--- src/rtl/systolic_pkg.sv ---
// systolic_pkg: state encoding, parameter defaults and drain-length helper for systolic_seq.
package systolic_pkg;
    typedef enum logic [2:0] {
        IDLE  = 3'd0,
        CLEAR = 3'd1,
        FEED  = 3'd2,
        DRAIN = 3'd3,
        DONE  = 3'd4
    } state_t;

    localparam int DATA_W_DEF  = 8;
    localparam int MAC_LAT_DEF = 2;

    // read latency + skew/hop path to the far corner mac + accumulate latency
    function automatic int drain_cycles(input int n, input int mac_lat);
        return 1 + 2 * (n - 1) + mac_lat;
    endfunction
endpackage

--- src/rtl/systolic_seq_skew.sv ---
// skew_line: DEPTH-stage {valid, data} delay line with async reset and sync flush; DEPTH=0 is a wire.
module skew_line #(
    parameter int DEPTH = 1,
    parameter int W     = 8
) (
    input  logic         clk,
    input  logic         reset,
    input  logic         flush,
    input  logic         src_valid,
    input  logic [W-1:0] src,
    output logic         dst_valid,
    output logic [W-1:0] dst
);
    if (DEPTH == 0) begin : g_wire
        logic unused;
        assign unused = ^{clk, reset, flush};
        assign dst_valid = src_valid;
        assign dst = src;
    end else begin : g_pipe
        logic [W:0] pipe [DEPTH];
        always_ff @(posedge clk or posedge reset) begin
            if (reset) begin
                for (int j = 0; j < DEPTH; j++) pipe[j] <= '0;
            end else begin
                pipe[0] <= flush ? '0 : {src_valid, src};
                for (int j = 1; j < DEPTH; j++) pipe[j] <= flush ? '0 : pipe[j-1];
            end
        end
        assign {dst_valid, dst} = pipe[DEPTH-1];
    end
endmodule

--- src/rtl/systolic_seq.sv ---
// systolic_seq: clear/feed/drain sequencer driving the west and north edges of an N x N mac grid.
// Define SYSTOLIC_ABORT_EN to add the abort input and the aborted pulse.
module systolic_seq
    import systolic_pkg::*;
#(
    parameter int N       = 4,
    parameter int DATA_W  = DATA_W_DEF,
    parameter int KW      = 8,
    parameter int MAC_LAT = MAC_LAT_DEF
) (
    input  logic                  clk,
    input  logic                  reset,
    input  logic                  start,
    input  logic [KW-1:0]         k_len,
    output logic                  busy,
    output logic                  done,
    output logic                  rd_en,
    output logic [KW-1:0]         rd_addr,
    input  logic [N*DATA_W-1:0]   a_rd_data,
    input  logic [N*DATA_W-1:0]   b_rd_data,
    output logic [N*DATA_W-1:0]   arr_a,
    output logic [N-1:0]          arr_valid_a,
    output logic [N*DATA_W-1:0]   arr_b,
    output logic [N-1:0]          arr_valid_b,
    output logic                  acc_clear
`ifdef SYSTOLIC_ABORT_EN
    ,
    input  logic                  abort,
    output logic                  aborted
`endif
);
    localparam int D  = drain_cycles(N, MAC_LAT);
    localparam int DW = $clog2(D + 1);

    state_t        state;
    logic [KW-1:0] k;
    logic [KW-1:0] k_len_q;
    logic [DW-1:0] drain;
    logic          fed;
    logic          kill;

`ifdef SYSTOLIC_ABORT_EN
    assign kill = abort && (state == CLEAR || state == FEED || state == DRAIN);
    always_ff @(posedge clk or posedge reset) begin
        if (reset) aborted <= 1'b0;
        else aborted <= kill;
    end
`else
    assign kill = 1'b0;
`endif

    always_ff @(posedge clk or posedge reset) begin
        if (reset) begin
            state   <= IDLE;
            k       <= '0;
            k_len_q <= '0;
            drain   <= '0;
            fed     <= 1'b0;
        end else if (kill) begin
            state <= IDLE;
            k     <= '0;
            drain <= '0;
            fed   <= 1'b0;
        end else begin
            fed <= state == FEED;
            case (state)
                IDLE: if (start) begin
                    state   <= CLEAR;
                    k_len_q <= k_len;
                end
                CLEAR: state <= k_len_q == '0 ? DONE : FEED;
                FEED: if (k == k_len_q - KW'(1)) begin
                    state <= DRAIN;
                    k     <= '0;
                    drain <= DW'(D - 1);
                end else begin
                    k <= k + KW'(1);
                end
                DRAIN: if (drain == '0) state <= DONE;
                       else drain <= drain - DW'(1);
                default: state <= IDLE;
            endcase
        end
    end

    assign busy      = state != IDLE;
    assign done      = state == DONE;
    assign rd_en     = state == FEED;
    assign rd_addr   = k;
    assign acc_clear = state == CLEAR;

    // fed is the lane-0 stage: raw read data qualified by last cycle's rd_en
    for (genvar i = 0; i < N; i++) begin : g_lane
        skew_line #(.DEPTH(i), .W(DATA_W)) a_line (
            .clk(clk), .reset(reset), .flush(kill), .src_valid(fed),
            .src(fed ? a_rd_data[i*DATA_W +: DATA_W] : '0),
            .dst_valid(arr_valid_a[i]), .dst(arr_a[i*DATA_W +: DATA_W])
        );
        skew_line #(.DEPTH(i), .W(DATA_W)) b_line (
            .clk(clk), .reset(reset), .flush(kill), .src_valid(fed),
            .src(fed ? b_rd_data[i*DATA_W +: DATA_W] : '0),
            .dst_valid(arr_valid_b[i]), .dst(arr_b[i*DATA_W +: DATA_W])
        );
    end
endmodule

--- config.mk ---
export PLATFORM = sky130hd
export DESIGN_NAME = systolic_seq
export DESIGN_NICKNAME = d
export VERILOG_FILES = /design/src/rtl/systolic_pkg.sv /design/src/rtl/systolic_seq_skew.sv /design/src/rtl/systolic_seq.sv
export SDC_FILE = /design/constraint.sdc
export NUM_CORES = 1
export LEC_CHECK = 0
export CAP_MARGIN = 10
export CORE_ASPECT_RATIO = 1.4
export CORE_UTILIZATION = 47
export CTS_BUF_LIST = sky130_fd_sc_hd__clkbuf_8
export CTS_CLUSTER_SIZE = 20
export DETAILED_ROUTE_END_ITERATION = 8
export MAX_ROUTING_LAYER = met4
export PLACE_DENSITY_LB_ADDON = 0.3
export SLEW_MARGIN = 10
export SYNTH_ARGS = -nofsm -noshare
export SYNTH_HDL_FRONTEND = slang
export SYNTH_SLANG_ARGS = --single-unit
--- constraint.sdc ---
create_clock -name clk -period 4.7 [get_ports clk]
set_input_delay 0.705 -clock clk [delete_from_list [all_inputs] [get_ports clk]]
set_output_delay 0.705 -clock clk [all_outputs]
set_load 0.02 [all_outputs]
==> impl_metrics.ini, run 1 <==
[cts]
hold_buffers = 0
worstSkewPairLatency_ps = 420
cts-resized-gates = 0
clock_path_buffers = 2
cts.clk_slew.worst_paths_ps = 70
cts_buffers = 17
cts_setup_buffers = 0
cts_tree = built
cts_root_buffer = clkbuf_8
htreeDepth = 4
clkSinkCount = 123

[pwr]
p_leak_nw = 2.92
powerDensity_nw_per_um2 = 566
power.total_mw = 3.65
ir_drop_v = 0.000285

[worst_setup_path]
slowest_stage = dfrtp_1
path_class = flip-flop to primary output
cpPeakStageDelay_ps = 840
startpoint_type = flip-flop
arrival_ps = 2360
critical_path.cell_chain = buf_4 > and2_1 > clkdlybuf4s50_1
cp_max_fo = 36
cp.required_ps = 3990
end_kind = primary output

[floorplanning]
die_area_sq_um = 10200
die_w_um = 85.8
initial_utilization_pct = 48.6
io_pins = 159
fp.coreArea_sq_um = 9510
die_y_um = 119
rows = 42

[placement]
io_buffers = 158
hpwl_um = 6180
globalplace.congestion = 0.771

[sta]
timing_hold_violations_final = 0
drv_slew = 0
rsz0062_at_grt = false
min_period_ps = 3060
max_slew_margin_pct = 48.9
fin_tns_setup_ps = 0
setup_violations = 0
worstMarginPinSlew_ps = 767
period_share_pct = 65.2
skew_ps = 11.6
fmax_ghz = 0.327

[grt]
grt_overflow = 0
grt_pass1_wl_um = 14400
grt_pass1_vias = 3118
grt_max_degree = 52
antenna_found_initial = 0
grtUsageTotal_pct = 19.4

[routing]
post-route-drc-count = 0
via_per_inst = 4.60
wire_per_inst_um = 13.5
wl_um = 8450
initialDrtViolationCount = 100
ant_nets = 0
dr.pass1.iters = 4
route.vias.total = 2887

[cells_and_area]
fillers = 686
regArea_sq_um = 3080
multi_input_comb_area_sq_um = 1160
drive_gt1_share_pct = 9.90
antennaDiodeCount = 0
syn2layout_area_growth_pct = 39.6
finalNetCount = 563

[hold_path]
min-delay-path-class = flip-flop to flip-flop

[yosys]
syn_area_sq_um = 4620
yosysWarnings = 0
ys_seq_area_share_pct = 66.6
syn_area_per_cell_sq_um = 13.1
synth_top_area_cell = dfrtp_1
ys_types = 43
ys_top_cells_by_area = dfrtp_1 67%, and2_1 8.8%, buf_4 6.7%, mux2_2 1.7%, xor2_1 1.7%
synth_enable_flop_cells = 0
async_flop_share_pct = 100
syn_nets = 434
synth_ff_type = dfrtp_1
yosysTopAreaCellShare_pct = 66.6
synth-seq-cells = 123
syn_inst = 354

[run]
drv_cap = 0

[run_status]
status = complete, no violations
-- worst max-delay path, delay by kind of cell, from the launching register on --
family                 cells  cell delay, ps
buffers and inverters      2             940
DFF                        1             840
and+or+nand+nor            1             150
-- metrics by stage --
step / setup WS [ps] / instances / instance area [sq um] / hold WS, ps / util, %
floorplan: 724 / 354 / 4620 / 331 / -
global placement: 2020 / 596 / 6050 / 331 / 63.6
detailed placement: 2000 / 596 / 6050 / 335 / 63.6
CTS: 1500 / 627 / 6450 / 350 / 67.8
global route: 1380 / 627 / 6450 / 353 / 67.8
finish: 1640 / 627 / 6450 / 347 / 67.8
-- cell type report --
class / count / share of cell area, %
Clock buffer: 19 / 4.05
Clock inverter: 12 / 2.15
Inverter: 8 / 0.504
Multi-Input combinational cell: 171 / 18.1
Sequential cell: 123 / 47.7
Tap cell: 132 / 2.56
Timing Repair Buffer: 162 / 25.0
-- per-layer routing --
| metal | global-route usage (%) | vias up | routed length, um |
|---|---|---|---|
| met5 | - | - | 0 |
| met4 | 9.38 | 0 | 205 |
| met3 | 7.97 | 14 | 654 |
| met2 | 31.5 | 113 | 4520 |
| met1 | 20.5 | 1405 | 3070 |
| li1 | - | 1355 | - |
-- layout by cell type, fill, tap and decap left out, types with 3 or more instances in the layout --
cell	count
nand2b_1	4
clkinvlp_4	4
dfrtp_1	123
a21oi_1	3
nor3_1	4
inv_1	7
clkbuf_8	19
mux2_2	7
nor2b_1	3
o21ai_0	6
xnor2_1	6
nand2_1	11
clkdlybuf4s50_1	158
xor2_1	9
and2_1	65
nor2_1	11
inv_6	3
or3_1	3
ha_1	5
buf_4	4
nand3_1	6
-- worst paths after layout --
kind	slack [ps]	endpoint	from	depth (start not counted)
max	1640	arr_a[1]	fed$_DFF_PP0_	3
min	350	g_lane[2].a_line.dst[7]$_DFF_PP0_	g_lane[2].a_line.g_pipe.pipe[16]$_DFF_PP0_	0
max reg2reg	1970	rd_addr[0]$_DFFE_PP0P_	k_len_q[0]$_DFFE_PP0P_	8
min reg2reg	350	g_lane[2].a_line.dst[7]$_DFF_PP0_	g_lane[2].a_line.g_pipe.pipe[16]$_DFF_PP0_	0
max in group asynchronous	3080	g_lane[1].b_line.g_pipe.pipe[1]$_DFF_PP0_	reset	3
min in group asynchronous	720	g_lane[1].a_line.g_pipe.pipe[1]$_DFF_PP0_	reset	2
-- cells by family after synthesis --
group	after synthesis	synth area share (%)
buffers and inverters	60	8.20
multiplexers	7	1.71
AND/OR/NAND/NOR	119	15.1
flip-flops	123	66.6
AO/OA/AOI/OAI	25	4.17
adder cells (fa/ha/maj)	5	1.35
XOR/XNOR	15	2.84
-- where the power goes --
part	switching, mW	internal, mW
sequential	0.200	1.32
combinational	0.610	0.616
clock	0.404	0.501
total	1.21	2.44
-- flip-flops by register name (all words and copies together) (netlist names), 2 cells and up --
signal,flops
state,3
drain,4
g_lane.b_line.g_pipe.pipe,32
g_lane.a_line.dst,16
k_len_q,8
g_lane.b_line.dst,16
g_lane.a_line.g_pipe.pipe,33
g_lane.a_line.dst_valid,2
rd_addr,8
-- Yosys cell counts (4+ instances only) --
| cell | count |
|---|---|
| buf_4 | 41 |
| ha_1 | 5 |
| dfrtp_1 | 123 |
| nand2_1 | 11 |
| mux2_2 | 7 |
| inv_1 | 8 |
| clkbuf_1 | 11 |
| xor2_1 | 9 |
| nor3_1 | 4 |
| and2_1 | 65 |
| o21ai_0 | 6 |
| nand2b_1 | 4 |
| nand3_1 | 6 |
| nor2_1 | 11 |
| xnor2_1 | 6 |
No activity file was read; power rests on OpenSTA's default activity.
==> inputs of run 2 (changes only) <==
clock period = 3.15 ns   (was 4.7 ns; I/O delays follow)
==> run 2 against run 1 <==
First-iteration DRC count is 11% lower. Worst setup slack worse by 1200 ps. Via count is 0.10% lower. Die area stayed put. Cell count is 0.16% lower. Flip-flop and latch count stayed put. Clock skew is 4.6 ps lower.
==> impl_metrics.ini, run 2 (synthesized netlist as in run 1, its figures left out) <==
[routing]
initialDrtViolationCount = 89
post-route-drc-count = 0
route.vias.total = 2884
ant_nets = 0
wire_per_inst_um = 13.0
wl_um = 8140
via_per_inst = 4.61
dr.pass1.iters = 4

[cts]
cts.clk_slew.worst_paths_ps = 70
clkSinkCount = 123
cts_buffers = 17
clock_path_buffers = 2
hold_buffers = 0
cts_setup_buffers = 0
worstSkewPairLatency_ps = 420
cts-resized-gates = 0
cts_root_buffer = clkbuf_8
cts_tree = built
htreeDepth = 4

[sta]
fin_tns_setup_ps = 0
max_slew_margin_pct = 47.2
min_period_ps = 2740
worstMarginPinSlew_ps = 790
setup_violations = 0
timing_hold_violations_final = 0
rsz0062_at_grt = false
whs_ps = 343
fmax_ghz = 0.364
skew_ps = 6.92
drv_slew = 0
period_share_pct = 87.1

[pwr]
p_leak_nw = 2.90
powerDensity_nw_per_um2 = 830
ir_drop_v = 0.000374

[floorplanning]
rows = 42
die_w_um = 85.8
die_area_sq_um = 10200
die_y_um = 119
fp.coreArea_sq_um = 9510
initial_utilization_pct = 48.6
io_pins = 159

[grt]
grtUsageTotal_pct = 18.4
grt_pass1_wl_um = 13600
antenna_found_initial = 0
grt_pass1_vias = 2986
grt_overflow = 0
grt_max_degree = 64

[hold_path]
min-delay-path-class = flip-flop to flip-flop

[run]
drv_cap = 0

[worst_setup_path]
arrival_ps = 3050
startpoint_type = flip-flop
cp.required_ps = 3450
path_class = flip-flop to flip-flop
cp_max_fo = 8
end_kind = flip-flop

[cells_and_area]
syn2layout_area_growth_pct = 38.7
reg_top3 = g_lane.a_line.g_pipe.pipe (33), g_lane.b_line.g_pipe.pipe (32)
top_register = g_lane.a_line.g_pipe.pipe
fillers = 700
regArea_sq_um = 3080
largest_register_ffs = 33
finalNetCount = 562
multi_input_comb_area_sq_um = 1160
antennaDiodeCount = 0
layout_commonest_cell = clkdlybuf4s50_1
layout_common_cells = 158 x clkdlybuf4s50_1, 123 x dfrtp_1, 65 x and2_1, 18 x clkbuf_8
drive_gt1_share_pct = 9.31

[run_status]
status = complete, no violations

[placement]
io_buffers = 158
globalplace.congestion = 0.811
hpwl_um = 5900
run 2: cell types whose count changed in the layout (fill, tap and decap cells not counted):
cell        delta
clkinv_2       +3
inv_6          -2
clkinvlp_4     +1
clkinv_4       -1
clkbuf_8       -1
inv_1          +2
inv_4          -1
buf_4          -2
bufinv_16      -1
buf_12         +1
run 2: worst paths after layout:
kind	from	end	slack [ps]	cells past startpoint
setup / recovery	k_len_q[0]$_DFFE_PP0P_	rd_addr[0]$_DFFE_PP0P_	410	8
hold reg to reg	g_lane[2].b_line.g_pipe.pipe[16]$_DFF_PP0_	g_lane[2].b_line.dst[7]$_DFF_PP0_	340	0
setup reg to reg	k_len_q[0]$_DFFE_PP0P_	rd_addr[0]$_DFFE_PP0P_	410	8
min in group asynchronous	reset	g_lane[2].b_line.g_pipe.pipe[15]$_DFF_PP0_	640	3
max in group asynchronous	reset	rd_addr[7]$_DFFE_PP0P_	2000	3
hold / removal	g_lane[2].b_line.g_pipe.pipe[16]$_DFF_PP0_	g_lane[2].b_line.dst[7]$_DFF_PP0_	340	0
run 2: power by group:
group	switching [mW]	internal (mW)	leakage [nW]
combinational	0.929	0.926	1.10
clock	0.579	0.629	0.179
sequential	0.285	1.97	1.62
total	1.79	3.53	2.90
run 2: layer usage:
metal  GRT usage (%)  vias to the layer above  part of all wire [%]
li1                -                     1359                     -
met1            19.2                     1370                    36
met2            29.3                      132                    51
met3            7.48                       23                   8.9
met4            10.4                        0                   3.2
met5               -                        -                     0
run 2: area by class of cell:
cell class	instances	share of cell area, %
tap	132	2.58
clock buffer	18	3.86
sequential	123	48.0
multi-input combinational	171	18.2
inverter	8	0.527
timing repair buffer	161	25.2
clock inverter	13	1.64
run 2: worst max-delay path, stage by stage, from the launching register on:
cell	delay [ps]
dfrtp_1	430
inv_1	100
ha_1	300
o21bai_1	190
a2111oi_0	500
a311oi_1	150
a2111oi_4	560
nor2_2	110
mux2_2	280
run 2: per-stage QoR:
step                utilization [%]  worst slack [ps]  power [mW]  instance area [sq um]  std cells
floorplan                         -               799        3.50                   4630        354
global placement               63.7               621        4.10                   6060        595
detailed placement             63.7               426        4.16                   6060        595
CTS                            67.4               349        5.38                   6410        626
global route                   67.4               147        5.65                   6410        626
finish                         67.4               405        5.32                   6410        626
